--- config.mk ---
export PLATFORM = sky130hd
export DESIGN_NAME = hni_rx_lcrd_chan
export DESIGN_NICKNAME = d
export VERILOG_FILES = /design/src/rtl/hni_rx_lcrd_chan_pkg.sv /design/src/rtl/hni_rx_lcrd_chan_sync_fifo.sv /design/src/rtl/hni_rx_lcrd_chan.sv
export SDC_FILE = /design/constraint.sdc
export NUM_CORES = 1
export LEC_CHECK = 0
export BUFFER_PORTS_ARGS = -buffer_cell sky130_fd_sc_hd__buf_4
export CORE_ASPECT_RATIO = 0.9
export CORE_MARGIN = 2
export CORE_UTILIZATION = 40
export DETAILED_ROUTE_END_ITERATION = 12
export PLACE_DENSITY = 0.58
export SLEW_MARGIN = 20
export SYNTH_ARGS = -nofsm -noshare
export SYNTH_HDL_FRONTEND = slang
export SYNTH_SLANG_ARGS = --single-unit
--- constraint.sdc ---
create_clock -name clk -period 13.8 [get_ports clk]
set_clock_uncertainty 0.15 [all_clocks]
set_input_delay 0 -clock clk [delete_from_list [all_inputs] [get_ports clk]]
set_output_delay 0 -clock clk [all_outputs]
set_load 0.05 [all_outputs]
--- src/rtl/hni_rx_lcrd_chan_pkg.sv ---
// Shared constants and types for the HNI RX link-layer channel receiver.
//   - Opcode field location and per-channel LCrdReturn opcodes
//   - Default credit pool and buffer depth per channel
//   - Per-cycle event bundle used by the credit accounting
package hni_rx_lcrd_chan_pkg;

    // Opcode field position inside a flit
    localparam int unsigned HNI_OPC_LSB   = 12;
    localparam int unsigned HNI_OPC_WIDTH = 4;

    // LCrdReturn opcode per RX channel
    localparam int unsigned HNI_REQ_LCRDRET_OPC = 0;
    localparam int unsigned HNI_RSP_LCRDRET_OPC = 0;
    localparam int unsigned HNI_DAT_LCRDRET_OPC = 0;

    // Default credit pool and buffer depth per RX channel
    localparam int unsigned HNI_REQ_LCRD_NUM  = 4;
    localparam int unsigned HNI_REQ_BUF_DEPTH = 4;
    localparam int unsigned HNI_RSP_LCRD_NUM  = 4;
    localparam int unsigned HNI_RSP_BUF_DEPTH = 4;
    localparam int unsigned HNI_DAT_LCRD_NUM  = 4;
    localparam int unsigned HNI_DAT_BUF_DEPTH = 4;

    // Bits needed to hold the values 0..n inclusive
    function automatic int unsigned cnt_width(input int unsigned n);
        return (n < 1) ? 1 : $clog2(n + 1);
    endfunction

    // Everything that can move a credit in one cycle
    typedef struct packed {
        logic issue;    // grant a credit to the transmitter
        logic lcrdret;  // LCrdReturn absorbed, credit back to the pool
        logic push;     // data flit accepted into the buffer
        logic pop;      // consumer drained the head flit
        logic err;      // flit dropped (no credit outstanding or buffer full)
    } rx_evt_t;

endpackage

--- src/rtl/hni_rx_lcrd_chan_sync_fifo.sv ---
// hni_sync_fifo: single-clock FIFO with wrap-around pointers, reused by HNI queues.
//   push/wdata : write side, ignored when full
//   pop/rdata  : read side, rdata is the head entry, pop ignored when empty
//   full/empty/count : occupancy, all derived from registered state
module hni_sync_fifo #(
    parameter int unsigned WIDTH = 8,
    parameter int unsigned DEPTH = 4
) (
    input  logic                       clk,
    input  logic                       rst_n,
    input  logic                       push,
    input  logic [WIDTH-1:0]           wdata,
    input  logic                       pop,
    output logic [WIDTH-1:0]           rdata,
    output logic                       full,
    output logic                       empty,
    output logic [$clog2(DEPTH+1)-1:0] count
);

    localparam int unsigned AW = (DEPTH > 1) ? $clog2(DEPTH) : 1;
    localparam int unsigned CW = $clog2(DEPTH + 1);

    logic [AW-1:0]    wr_ptr_q, wr_ptr_d;
    logic [AW-1:0]    rd_ptr_q, rd_ptr_d;
    logic [CW-1:0]    count_q, count_d;
    logic [WIDTH-1:0] mem [DEPTH];
    logic             do_push;
    logic             do_pop;

    // Pointers wrap explicitly so non-power-of-two depths work
    function automatic logic [AW-1:0] ptr_inc(input logic [AW-1:0] p);
        return (p == AW'(DEPTH - 1)) ? '0 : AW'(p + AW'(1));
    endfunction

    assign full  = (count_q == CW'(DEPTH));
    assign empty = (count_q == '0);
    assign count = count_q;
    assign rdata = mem[rd_ptr_q];

    // Next-state pointers and occupancy
    always_comb begin
        do_push  = push & ~full;
        do_pop   = pop & ~empty;
        wr_ptr_d = wr_ptr_q;
        rd_ptr_d = rd_ptr_q;
        if (do_push) wr_ptr_d = ptr_inc(wr_ptr_q);
        if (do_pop)  rd_ptr_d = ptr_inc(rd_ptr_q);
        count_d = CW'(count_q + CW'(do_push) - CW'(do_pop));
    end

    // Control state
    always_ff @(posedge clk or negedge rst_n) begin
        if (!rst_n) begin
            wr_ptr_q <= '0;
            rd_ptr_q <= '0;
            count_q  <= '0;
        end else begin
            wr_ptr_q <= wr_ptr_d;
            rd_ptr_q <= rd_ptr_d;
            count_q  <= count_d;
        end
    end

    // Storage is not reset; validity comes from count_q alone
    always_ff @(posedge clk) begin
        if (do_push) mem[wr_ptr_q] <= wdata;
    end

endmodule

--- src/rtl/hni_rx_lcrd_chan.sv ---
// hni_rx_lcrd_chan: CHI RX link-layer channel receiver with L-credit pool.
//   clk, rst_n        : clock, async active-low reset
//   rx_enable         : 1 = issue credits, 0 = deactivate
//   rxflitpend        : early flit hint, only feeds rx_active
//   rxflitv, rxflit   : incoming flit
//   rxlcrdv           : registered credit grant
//   out_valid/out_flit/out_ready : buffered flit towards the HNI queue
//   rx_active         : clock-gating hint
//   idle              : no credits outstanding, buffer empty, link disabled
//   prot_err          : sticky protocol error (flit without credit / overflow)
module hni_rx_lcrd_chan
    import hni_rx_lcrd_chan_pkg::*;
#(
    parameter int unsigned FLIT_WIDTH  = 392,
    parameter int unsigned LCRD_NUM    = HNI_DAT_LCRD_NUM,
    parameter int unsigned BUF_DEPTH   = HNI_DAT_BUF_DEPTH,
    parameter int unsigned OPC_LSB     = HNI_OPC_LSB,
    parameter int unsigned OPC_WIDTH   = HNI_OPC_WIDTH,
    parameter int unsigned LCRDRET_OPC = HNI_DAT_LCRDRET_OPC
) (
    input  logic                  clk,
    input  logic                  rst_n,
    input  logic                  rx_enable,
    input  logic                  rxflitpend,
    input  logic                  rxflitv,
    input  logic [FLIT_WIDTH-1:0] rxflit,
    output logic                  rxlcrdv,
    output logic                  out_valid,
    output logic [FLIT_WIDTH-1:0] out_flit,
    input  logic                  out_ready,
    output logic                  rx_active,
    output logic                  idle,
    output logic                  prot_err
);

    localparam int unsigned CW  = cnt_width(LCRD_NUM);
    localparam int unsigned CW1 = CW + 1;
    localparam int unsigned FCW = $clog2(BUF_DEPTH + 1);

    logic [CW-1:0]         avail_q, avail_d;
    logic [CW-1:0]         outst_q, outst_d;
    logic                  rxlcrdv_q, rxlcrdv_d;
    logic                  prot_err_q, prot_err_d;
    logic                  idle_q, idle_d;
    logic                  rxflitpend_q, rxflitpend_d;

    rx_evt_t               evt;
    logic [OPC_WIDTH-1:0]  opc;
    logic                  has_outst;
    logic                  is_ret;

    logic                  fifo_full;
    logic                  fifo_empty;
    logic [FCW-1:0]        fifo_count;
    logic [FLIT_WIDTH-1:0] fifo_rdata;

    assign opc = rxflit[OPC_LSB +: OPC_WIDTH];

    // Credit accounting: every event is resolved in one cycle and netted
    always_comb begin
        evt       = '0;
        has_outst = (outst_q != '0);
        is_ret    = (opc == OPC_WIDTH'(LCRDRET_OPC));

        evt.lcrdret = rxflitv & has_outst & is_ret;
        evt.push    = rxflitv & has_outst & ~is_ret & ~fifo_full;
        evt.err     = rxflitv & ~(evt.lcrdret | evt.push);
        evt.pop     = ~fifo_empty & out_ready;
        // Credits freed this cycle may be re-granted immediately
        evt.issue   = rx_enable & ((avail_q != '0) | evt.lcrdret | evt.pop);

        avail_d = CW'(CW1'(avail_q) + CW1'(evt.lcrdret) + CW1'(evt.pop)
                      - CW1'(evt.issue));
        outst_d = CW'(CW1'(outst_q) + CW1'(evt.issue)
                      - CW1'(evt.lcrdret | evt.push));

        rxlcrdv_d    = evt.issue;
        prot_err_d   = prot_err_q | evt.err;
        idle_d       = ~rx_enable & ~has_outst & fifo_empty;
        rxflitpend_d = rxflitpend;
    end

    // State register
    always_ff @(posedge clk or negedge rst_n) begin
        if (!rst_n) begin
            avail_q      <= CW'(LCRD_NUM);
            outst_q      <= '0;
            rxlcrdv_q    <= 1'b0;
            prot_err_q   <= 1'b0;
            idle_q       <= 1'b1;
            rxflitpend_q <= 1'b0;
        end else begin
            avail_q      <= avail_d;
            outst_q      <= outst_d;
            rxlcrdv_q    <= rxlcrdv_d;
            prot_err_q   <= prot_err_d;
            idle_q       <= idle_d;
            rxflitpend_q <= rxflitpend_d;
        end
    end

    // Flit buffer; sized to never overflow when the transmitter obeys credits
    hni_sync_fifo #(
        .WIDTH (FLIT_WIDTH),
        .DEPTH (BUF_DEPTH)
    ) u_fifo (
        .clk   (clk),
        .rst_n (rst_n),
        .push  (evt.push),
        .wdata (rxflit),
        .pop   (evt.pop),
        .rdata (fifo_rdata),
        .full  (fifo_full),
        .empty (fifo_empty),
        .count (fifo_count)
    );

    assign rxlcrdv   = rxlcrdv_q;
    assign out_valid = ~fifo_empty;
    assign out_flit  = fifo_empty ? '0 : fifo_rdata;
    assign rx_active = rxflitpend_q | ~fifo_empty;
    // Masked by rx_enable so idle never reads 1 while the link is enabled,
    // including straight out of reset
    assign idle      = idle_q & ~rx_enable;
    assign prot_err  = prot_err_q;

endmodule

==> results of run 1 <==
state kept, by name, summed over array words and instances (netlist names):
signal           cells
u_fifo.rd_ptr_q      2
outst_q              3
u_fifo.mem        1568
prot_err             1
u_fifo.wr_ptr_q      2
rxlcrdv              1
u_fifo.count         3
avail_q              3
rxflitpend_q         1
idle_q               1
placed cells by master, fill, tap and decap left out, drive strengths merged, types with 2 or more instances in the layout:
cell         instances
and2               396
buf                831
or4                  2
clkbuf             212
bufinv               8
a31oi                2
diode               17
clkinv              60
ha                  10
inv                 20
nor2                 4
fa                   4
edfxtp            1568
mux2                 4
dlygate4sd3        793
mux4               392
xnor2                6
dfrtp               15
clkinvlp             3
dfstp                2
or2                  2
through the flow:
| stage | total power (uW) | hold WS (ps) |
|---|---|---|
| global route | 20400 | 177 |
| global placement | 15500 | -260 |
| detailed placement | 15500 | -257 |
| finish | 19500 | 174 |
| CTS | 19800 | 109 |
| floorplan | 13200 | -446 |
power groups by stage:
stage / Combinational [uW] / Sequential [uW] / Clock (uW)
floorplan: 6200 / 6960 / 0
global placement: 8820 / 6650 / 0
detailed placement: 8820 / 6680 / 0
CTS: 9020 / 6580 / 4210
global route: 9310 / 6640 / 4400
finish: 8880 / 6570 / 4100
cell type report:
| type | instances | area share |
|---|---|---|
| clock inverter | 76 | 0.00752 |
| clock buffer | 212 | 0.0533 |
| antenna | 17 | 0.000525 |
| inverter | 15 | 0.000695 |
| multi-input combinational | 831 | 0.145 |
| sequential | 1585 | 0.587 |
| timing repair buffer | 1624 | 0.176 |
| tap | 1972 | 0.0305 |
worst max-delay path by stage:
stage / from / end
floorplan: u_fifo.count[1] / u_fifo.mem[0][0]
global placement: outst_q[1] / u_fifo.mem[1][145]
detailed placement: outst_q[1] / u_fifo.mem[1][145]
CTS: u_fifo.rd_ptr_q[1] / out_flit[314]
global route: u_fifo.rd_ptr_q[0] / out_flit[186]
finish: u_fifo.rd_ptr_q[1] / out_flit[298]
worst reg2reg max path, delay by kind of cell, from the launching register on:
kind,cells,cell delay (ps)
AO/OA/AOI/OAI,1,490
AND/OR/NAND/NOR,2,940
flip-flops,1,440
buffers and inverters,2,1660
metal layers:
metal,wire [um],GRT usage,vias up
li1,-,-,13904
met1,57600,0.234,16245
met2,70700,0.299,931
met3,10600,0.0530,203
met4,3190,0.0504,20
met5,123,0,-
repair_timing:
action | 4_1_cts | 5_1_grt
resized for setup | 0 | 0
hold endpoints to repair | 1602 | 0
setup buffers | 0 | 0
hold buffers | 793 | 0
cell families after synthesis:
group	count (synthesis)	synth area share
AOI/OAI and AO/OA	6	0.000811
xor gates and xnor gates	6	0.000874
adders and majority gates	14	0.00341
buffers and inverters	147	0.0153
DFF	1585	0.790
muxes	396	0.147
and+or+nand+nor	409	0.0423
==> reports/metrics.yaml, run 1 <==
tightest_slew_ps: 1310
grt_pass1_vias: 33171
dp_slack_ps: 9600
cp_slowest_cell: "dfrtp_4"
power_frac_clock: 0.210
rr_startpoint: "u_fifo.count[1]"
synth_area_leaders: "edfxtp_1 78%, mux4_2 15%, and2_1 4.1%"
multiInputGateArea_um2: 11700
power_density_nw_per_um2: 241
portBuffers: 794
pin_count: 795
combPwrFrac: 0.454
period_minus_slack_ps: 4710
design_area_um2: 81000
r2r_slack_ps: 9630
crit_arrival_ps: 4560
cp-start-kind: "register"
switchingPower_uw: 7820
gp_congestion: 0.729
drv_cap: 0
dr.pass1.iters: 6
cts.sinks: 1585
ff2ff_path_depth: 5
via_per_inst: 4.94
crit_fanout: 65
min_path_cells: 4
p_seq_frac: 0.336
swShare: 0.400
whs_endpoint: "rxlcrdv"
die_w_um: 413
start_util: 0.404
crit_family: "buffers and inverters"
syn2layout_area_growth_pct: 34.7
cts_buffers: 162
nets: 4631
setup_ws_ps: 9090
grt_max_degree: 222
clkTransAtPathRegs_ps: 60
crit_chain: "buf_4 -> buf_4 -> mux4_2 -> and2_1 -> buf_4"
synth_cell_types: 28
critPathBufInv: 3
wl_um: 142000
synthCells: 2563
hold_viol: 0
synth_top_area_frac: 0.783
setup_viol: 0
ys.warnings.count: 0
critical_path_depth: 5
synth_edf_count: 1568
root_buffer: "clkbuf_16"
hold_path.class: "input pin to register"
yosysTopAreaCell: "edfxtp_1"
row_count: 134
ys_ff_latch: 1585
worstSetupPathType: "register to primary output"
cp_common_cell: "buf_4"
dp_hpwl_um: 82700
p_leak_uw: 0.0279
yosysSeqAreaShare: 0.790
placed_cell_area_um2: 68100
drt_iter0_markers: 2204
seqCellArea_um2: 47500
dr_total_vias: 31303
min_period_over_period: 0.341
clkLatencyLatePin_ps: 760
end_kind: "primary output"
synth_ff_type: "edfxtp_1"
status: "finished clean"
worstHoldStart: "out_ready"
tns_ps: 0
gr-usage-all-layers: 0.181
postSynth.asyncResetShare: 0.0107
p_int_uw: 11700
layout-drive-gt1-share: 0.334
htree_levels: 4
max_stage_delay_ps: 1090
gr-total-overflow: 0
cts_tree: "done"
reg2reg_to: "u_fifo.mem[2][91]"
drc_errors: 0
wl_per_cell_um: 22.5
final_util: 0.544
dp.cells: 5234
dieArea_um2: 154000
synth.most_common_cell: "edfxtp_1"
final_cells: 6332
required_ps: 13650
clock.fmax_ghz: 0.212
synth_common_cells: "1,568 x edfxtp_1, 396 x and2_1, 392 x mux4_2, 49 x clkbuf_1, 42 x buf_2"
grt_antenna_before_repair: 25
rsz0062_at_grt: "false"
netlist_area_um2: 60200
synth.avg_cell_area_um2: 23.5
grt_pass1_wl_um: 208000
syn_nets: 2975
nFillCells: 11581
cts_buffer_depth: 3
ant_nets: 0
slew_headroom: 0.127
ir_worst_vdd_mv: 0.252
core_um2: 149000
die_y_um: 372
finalMaxSlewViolations: 0
Power figures use the tool's default switching activity.
==> inputs of run 2 (changes only) <==
PLACE_DENSITY = 0.6   (was 0.58)
clock period = 3.9 ns   (was 13.8 ns; I/O delays follow)
==> reports/metrics.yaml, run 2 (synthesis gave the netlist of run 1 again) <==
status: "finished clean"
drt_iter0_markers: 2089
dp_hpwl_um: 87800
wl_um: 142000
wl_per_cell_um: 22.2
finalMaxSlewViolations: 0
tns_ps: 0
p_leak_uw: 0.0285
nets: 4691
r2r_slack_ps: 1050
clock.fmax_ghz: 0.295
layout_commonest_cell: "edfxtp_1"
post-cts-setup-buffers: 0
power_density_nw_per_um2: 854
end_kind: "primary output"
critPathBufInv: 3
cts_hold_buf: 793
grt_antenna_before_repair: 23
largest_reg_flops: 1568
cts.sinks: 1585
cp_common_cell: "buf_4"
tightest_slew_ps: 944
pin_count: 795
gr-usage-all-layers: 0.181
cp_slowest_cell: "buf_4"
worstSetupPathType: "register to primary output"
slew_headroom: 0.369
grt_pass1_vias: 33309
cts_buffers: 162
syn2layout_area_growth_pct: 36.6
core_um2: 149000
grt_pass1_wl_um: 209000
gp_congestion: 0.762
layout-drive-gt1-share: 0.345
htree_levels: 4
portBuffers: 794
dp_slack_ps: 1030
crit_arrival_ps: 3250
ir_worst_vdd_mv: 0.724
die_y_um: 372
min_period_over_period: 0.871
cp-start-kind: "register"
cts_tree: "done"
clkTransAtPathRegs_ps: 60
dr_total_vias: 31504
dr.pass1.iters: 5
clkLatencyLatePin_ps: 780
period_minus_slack_ps: 3400
hold_path.class: "input pin to register"
crit_family: "buffers and inverters"
root_buffer: "clkbuf_16"
row_count: 134
setup_ws_ps: 505
die_w_um: 413
crit_chain: "or3_4 -> buf_12 -> buf_4 -> and2_1 -> buf_4"
gr-total-overflow: 0
rsz0062_at_grt: "false"
largest_register: "u_fifo.mem"
cts_buffer_depth: 3
via_per_inst: 4.93
grt_max_degree: 172
ant_nets: 0
dieArea_um2: 154000
layout_common_cells: "1,568 x edfxtp_1, 840 x buf_4, 793 x dlygate4sd3_1"
setup_viol: 0
max_stage_delay_ps: 630
start_util: 0.404
nFillCells: 11390
hold_viol: 0
drc_errors: 0
required_ps: 3750
cts_resized: 0
drv_cap: 0
crit_fanout: 171
[run 2: cell count changes in the layout (fill, tap and decap cells not counted), sizes merged]
cell      delta
clkinvlp     -1
bufinv       +3
clkinv       +4
diode        -7
buf         +60
clkbuf      -10
inv          +5
[run 2: where the power goes]
| group | internal, uW | leakage, uW | switching, uW | total, uW |
|---|---|---|---|---|
| clock | 8480 | 0.00248 | 6410 | 14900 |
| sequential | 22300 | 0.0145 | 813 | 23100 |
| combinational | 11500 | 0.0115 | 20700 | 32200 |
| total | 42300 | 0.0285 | 27900 | 70200 |
[run 2: worst paths after layout]
path | depth (start not counted) | start | to
worst max-delay path | 5 | u_fifo.count[2] | out_flit[170]
worst min-delay path | 4 | out_ready | rxlcrdv
worst max register to register | 9 | u_fifo.count[2] | avail_q[2]
worst min register to register | 1 | prot_err | prot_err
max in group asynchronous | 3 | rst_n | u_fifo.rd_ptr_q[0]
min in group asynchronous | 3 | rst_n | rxflitpend_q
[run 2: stage by stage]
| stage | hold WS, ps | power (uW) | util | cells | area [um^2] |
|---|---|---|---|---|---|
| 6_report | 115 | 70200 | 0.552 | 6386 | 82200 |
| 2_1_floorplan | -446 | 45400 | - | 2563 | 60200 |
| 5_1_grt | 72.9 | 73000 | 0.552 | 6385 | 82200 |
| 3_3_place_gp | -259 | 55300 | 0.464 | 5294 | 69100 |
| 3_5_place_dp | -259 | 55400 | 0.464 | 5294 | 69100 |
| 4_1_cts | 29.3 | 71100 | 0.552 | 6376 | 82200 |
[run 2: worst min-delay path, stage by stage]
cell and delay (ps):
dlygate4sd3_1 590, buf_4 150, nand2_1 140, a31oi_1 120
[run 2: cell type report]
cell class	count	area, um^2	area share
Multi-Input combinational cell	831	11800	0.143
Sequential cell	1585	47500	0.578
Clock inverter	87	867	0.0105
Inverter	15	56.3	0.000685
Clock buffer	202	4230	0.0515
Antenna cell	10	25.0	0.000304
Timing Repair Buffer	1684	15300	0.186
Tap cell	1972	2470	0.0300
[run 2: layer usage]
metal	routed length, um	track usage
met3	10100	0.0537
met4	2880	0.0476
met2	71300	0.303
met5	150	0
met1	57000	0.232
